[config.mk]
export PLATFORM = sky130hd
export DESIGN_NAME = status_led_arbiter
export DESIGN_NICKNAME = d
export VERILOG_FILES = /design/src/rtl/status_led_arbiter_pkg.sv /design/src/rtl/status_led_arbiter_divider.sv /design/src/rtl/status_led_arbiter.sv
export SDC_FILE = /design/constraint.sdc
export NUM_CORES = 1
export LEC_CHECK = 0
export CORE_UTILIZATION = 46
export DETAILED_ROUTE_END_ITERATION = 10
export PLACE_DENSITY = 0.86
export SETUP_SLACK_MARGIN = 0.5
export SYNTH_ARGS = -nofsm -noshare
export SYNTH_HDL_FRONTEND = slang
export SYNTH_SLANG_ARGS = --single-unit
[constraint.sdc]
create_clock -name clk -period 1.7 [get_ports clk]
set_input_delay 0.425 -clock clk [delete_from_list [all_inputs] [get_ports clk]]
set_output_delay 0.425 -clock clk [all_outputs]
set_load 0.05 [all_outputs]
[src/rtl/status_led_arbiter_pkg.sv]
// status_led_arbiter_pkg: state encodings and standard LED patterns shared by the status LED arbiter
package status_led_arbiter_pkg;
  typedef enum logic {ST_IDLE = 1'b0, ST_SHOW = 1'b1} state_t;
  localparam logic [7:0] PAT_SOLID = 8'hFF;
  localparam logic [7:0] PAT_SLOW  = 8'hF0;
  localparam logic [7:0] PAT_FAST  = 8'hAA;
  localparam logic [7:0] PAT_BLIP  = 8'h01;
  localparam logic [7:0] PAT_OFF   = 8'h00;
endpackage

[src/rtl/status_led_arbiter_divider.sv]
// led_tick_divider: pattern step rate divider, one tick every DIV enabled cycles, held at zero by clr
module led_tick_divider #(
  parameter int DIV = 6250000
) (
  input  logic clk,
  input  logic rst,
  input  logic clr,
  input  logic en,
  output logic tick
);
  localparam int CW = $clog2(DIV);
  logic [CW-1:0] cnt;
  assign tick = en && cnt == CW'(DIV - 1);
  // count while enabled, wrap after the terminal count, park at zero while cleared
  always_ff @(posedge clk or posedge rst)
    if (rst) cnt <= '0;
    else if (clr) cnt <= '0;
    else if (en) cnt <= tick ? '0 : cnt + 1'b1;
endmodule

[src/rtl/status_led_arbiter.sv]
// status_led_arbiter: shares one status LED between NREQ sources, playing the winner's 8-step pattern; STATUS_LED_ROUND_ROBIN_EN selects round-robin instead of fixed priority
module status_led_arbiter
  import status_led_arbiter_pkg::*;
#(
  parameter int NREQ     = 4,
  parameter int TICK_DIV = 6250000,
  parameter int PAT_LEN  = 8
) (
  input  logic              clk,
  input  logic              rst,
  input  logic [NREQ-1:0]   req,
  input  logic [NREQ*8-1:0] req_pattern,
  output logic              led,
  output logic [NREQ-1:0]   grant,
  output logic              busy
);
  localparam int IW = NREQ > 1 ? $clog2(NREQ) : 1;
  localparam int SW = $clog2(PAT_LEN);
  state_t state, state_nx;
  logic [7:0] pat;
  logic [SW-1:0] step;
  logic [IW-1:0] win;
  logic tick, boundary, load;

  // first requester found when searching upward from start, wrapping around
  function automatic logic [IW-1:0] pick(input logic [NREQ-1:0] r, input logic [IW-1:0] start);
    pick = '0;
    for (int k = NREQ - 1; k >= 0; k--)
      if (r[(int'(start) + k) % NREQ]) pick = IW'((int'(start) + k) % NREQ);
  endfunction

`ifdef STATUS_LED_ROUND_ROBIN_EN
  logic [IW-1:0] rr;
  // pointer moves just past each source that is granted
  always_ff @(posedge clk or posedge rst)
    if (rst) rr <= '0;
    else if (load) rr <= int'(win) == NREQ - 1 ? '0 : win + 1'b1;
  assign win = pick(req, rr);
`else
  assign win = pick(req, IW'(0));
`endif

  led_tick_divider #(.DIV(TICK_DIV)) u_div (
    .clk (clk),
    .rst (rst),
    .clr (!busy),
    .en  (busy),
    .tick(tick)
  );

  assign busy     = state == ST_SHOW;
  assign boundary = tick && step == SW'(PAT_LEN - 1);
  assign load     = |req && (!busy || boundary);

  // state register
  always_ff @(posedge clk or posedge rst)
    if (rst) state <= ST_IDLE;
    else state <= state_nx;

  // arbitration only happens from idle or at the end of a full pattern
  always_comb state_nx = load ? ST_SHOW : boundary ? ST_IDLE : state;

  // latch the winner's pattern and step through it, one bit per tick
  always_ff @(posedge clk or posedge rst)
    if (rst) begin
      grant <= '0;
      pat   <= PAT_OFF;
      step  <= '0;
      led   <= 1'b0;
    end else if (load) begin
      grant <= NREQ'(1) << win;
      pat   <= req_pattern[8*int'(win) +: 8];
      step  <= '0;
      led   <= req_pattern[8*int'(win)];
    end else if (boundary) begin
      grant <= '0;
      step  <= '0;
      led   <= 1'b0;
    end else if (tick) begin
      step  <= step + 1'b1;
      led   <= pat[step + 1'b1];
    end
endmodule

==> impl_metrics.json <==
{
  "synthTopCellsByArea": "dfrtp_1, xnor2_1, nor2_1",
  "die_h_um": 71.1,
  "io_buffers": 43,
  "cts_tree": "built",
  "nets": 353,
  "p_total_mw": 2.08,
  "dp_cells": 347,
  "required_ns": 1.93,
  "cts-hold-fix-buffers": 0,
  "synth-edff-count": 0,
  "dp_hpwl_um": 4120,
  "hold_path.class": "input pin to asynchronous set/reset pin",
  "leakagePower_nw": 1.55,
  "setup_violations": 4,
  "design.core.area_um2": 4470,
  "placed_area_um2": 3030,
  "io_pins": 44,
  "antenna_found_initial": 0,
  "syn_area_per_cell_um2": 10.1,
  "cp-start-kind": "flop",
  "finalMaxSlewViolations": 0,
  "globalRouteTotalUtil": 0.247,
  "grt_max_degree": 28,
  "status": "finished, violations left",
  "rrSetupSlack_ns": -0.03,
  "max_clock_freq_ghz": 0.577,
  "final-hold-violation-count": 0,
  "ys.flop_type": "dfrtp_1",
  "grt_pass1_vias": 2188,
  "period_share": 1.02,
  "antenna_left": 0,
  "drive_above_1_share": 0.339,
  "syn_inst": 218,
  "ir_worst_vdd_uv": 531,
  "tightest_slew_ns": 0.388,
  "fp.dieW_um": 71.1,
  "place_ws_ns": -0.562,
  "diodes": 0,
  "p_per_area_nw_per_um2": 617,
  "async_reset_ff_frac": 1.00,
  "clk_latency_ns": 0.30,
  "areaGrowthSynthToFinish_pct": 53.6,
  "finalWirelength_um": 5740,
  "most-common-layout-cells": "buf_4, dfrtp_1, clkdlybuf4s50_1",
  "cts.path.max_buffers": 2,
  "rows": 24,
  "fin_cells": 365,
  "yosysTopAreaCell": "dfrtp_1",
  "viasPerCell": 5.72,
  "ys_seq_area_frac": 0.456,
  "fin_skew_ns": 0.00915,
  "routabilityCongestion": 0.835,
  "rsz0062_at_grt": "yes",
  "cp_max_fo": 4,
  "initialDrtViolationCount": 175,
  "final_common_cell": "buf_4",
  "timing.slew.headroom": 0.735,
  "final_cell_area_um2": 3370,
  "synth_seq_cells": 40,
  "synth_cell_types": 44,
  "hold_slack_ns": 0.456,
  "cap_violations": 0,
  "htree_levels": 2,
  "synth_top_area_share": 0.456,
  "violations": "negative setup slack",
  "drc": 0,
  "dieArea_um2": 5050,
  "cp.arrival_ns": 1.96,
  "grt_overflow": 0,
  "vias": 2088,
  "crit_type": "flop to flop",
  "avgRoutedWirePerCell_um": 15.7,
  "drt_pass1_iterations": 7,
  "fillers": 292,
  "yosys_warnings": 0,
  "cts_root_buf": "clkbuf_8",
  "period_needed_ns": 1.73,
  "clkSinkCount": 40,
  "syn_nets": 259,
  "grt_pass1_wl_um": 9540,
  "syn_area_um2": 2190,
  "start_util": 0.490,
  "worst_slack_ns": -0.0337,
  "cp-end-kind": "flop",
  "path_clk_slew_ns": 0.08,
  "numCtsBuffers": 5
}
flip-flops by register name (all words and copies together) (netlist names):
name and count:
step 3, grant 4, busy 1, led 1
u_div.cnt 23, pat 8
report_power, final:
| group | leakage [nW] | switching [mW] | internal, mW | total, mW |
|---|---|---|---|---|
| combinational | 0.966 | 0.0937 | 0.140 | 0.234 |
| sequential | 0.517 | 0.0169 | 0.975 | 0.992 |
| clock | 0.0645 | 0.336 | 0.518 | 0.854 |
kinds of logic after synthesis:
kind of cell	synth area share
buffers and inverters	0.0359
flip-flops	0.456
AND/OR/NAND/NOR	0.258
multiplexers	0.0137
XOR/XNOR	0.0838
adder cells (fa/ha/maj)	0.0171
AO/OA/AOI/OAI	0.135
worst max-delay path, stage by stage, from the launching register on:
cell     delay (ns)
dfrtp_1        0.41
nor4_4         0.32
and4_4         0.30
buf_6          0.13
nand2_4        0.06
or3_4          0.33
a21oi_2        0.12
cell type report:
type | instances | area (um2) | share of cell area
clock buffers | 7 | 96.3 | 0.0286
clock inverters | 1 | 30.0 | 0.00891
inverters | 5 | 22.5 | 0.00668
multi-input cells | 164 | 1230 | 0.366
flip-flops and latches | 40 | 1000 | 0.297
well taps | 52 | 65.1 | 0.0193
repair buffers | 96 | 921 | 0.273
cell usage after synthesis (3+ instances only):
cell type   n
nand4_1     4
o22a_1      3
nor2b_1     3
nand2_1    22
xor2_1      8
and3_1      3
nand3b_1    3
nand3_1    12
nor2_2      3
nor3_2      4
dfrtp_1    40
a21o_1      8
a222oi_1    8
buf_6       3
mux2i_1     3
xnor2_1    13
nor2_1     25
ha_1        3
a21boi_0    3
a21oi_1     9
inv_1       5
nand4b_1    3
stage by stage:
| stage | util | TNS (ns) |
|---|---|---|
| floorplan | - | -0.0824 |
| detailed placement | 0.677 | -9.06 |
| global placement | 0.677 | -6.41 |
| CTS | 0.742 | -0.0319 |
| finish | 0.754 | -0.0545 |
| global route | 0.754 | -1.99 |
final timing paths:
check / start / end / depth (start not counted)
min: rst / grant[0] / 2
max reg2reg: u_div.cnt[4] / step[0] / 6
min in group clk: pat[1] / pat[1] / 1
min reg2reg: pat[1] / pat[1] / 1
max: u_div.cnt[4] / step[0] / 6
max in group asynchronous: rst / u_div.cnt[20] / 3
metal layers:
| layer | vias up | global-route usage | share of wire |
|---|---|---|---|
| met4 | 0 | 0.124 | 0.031 |
| li1 | 974 | - | - |
| met2 | 75 | 0.458 | 0.55 |
| met3 | 18 | 0.0627 | 0.051 |
| met1 | 1021 | 0.256 | 0.37 |
| met5 | - | 0 | 0 |
repair_timing:
| action | CTS | global route |
|---|---|---|
| resized for setup | 42 | 7 |
| setup endpoints to repair | 45 | 46 |
| endpoints found under the hold margin | 0 | 0 |
| setup buffers | 7 | 3 |
| pin swaps | 17 | 11 |
Note: power is estimated with default switching activity, not from simulation.
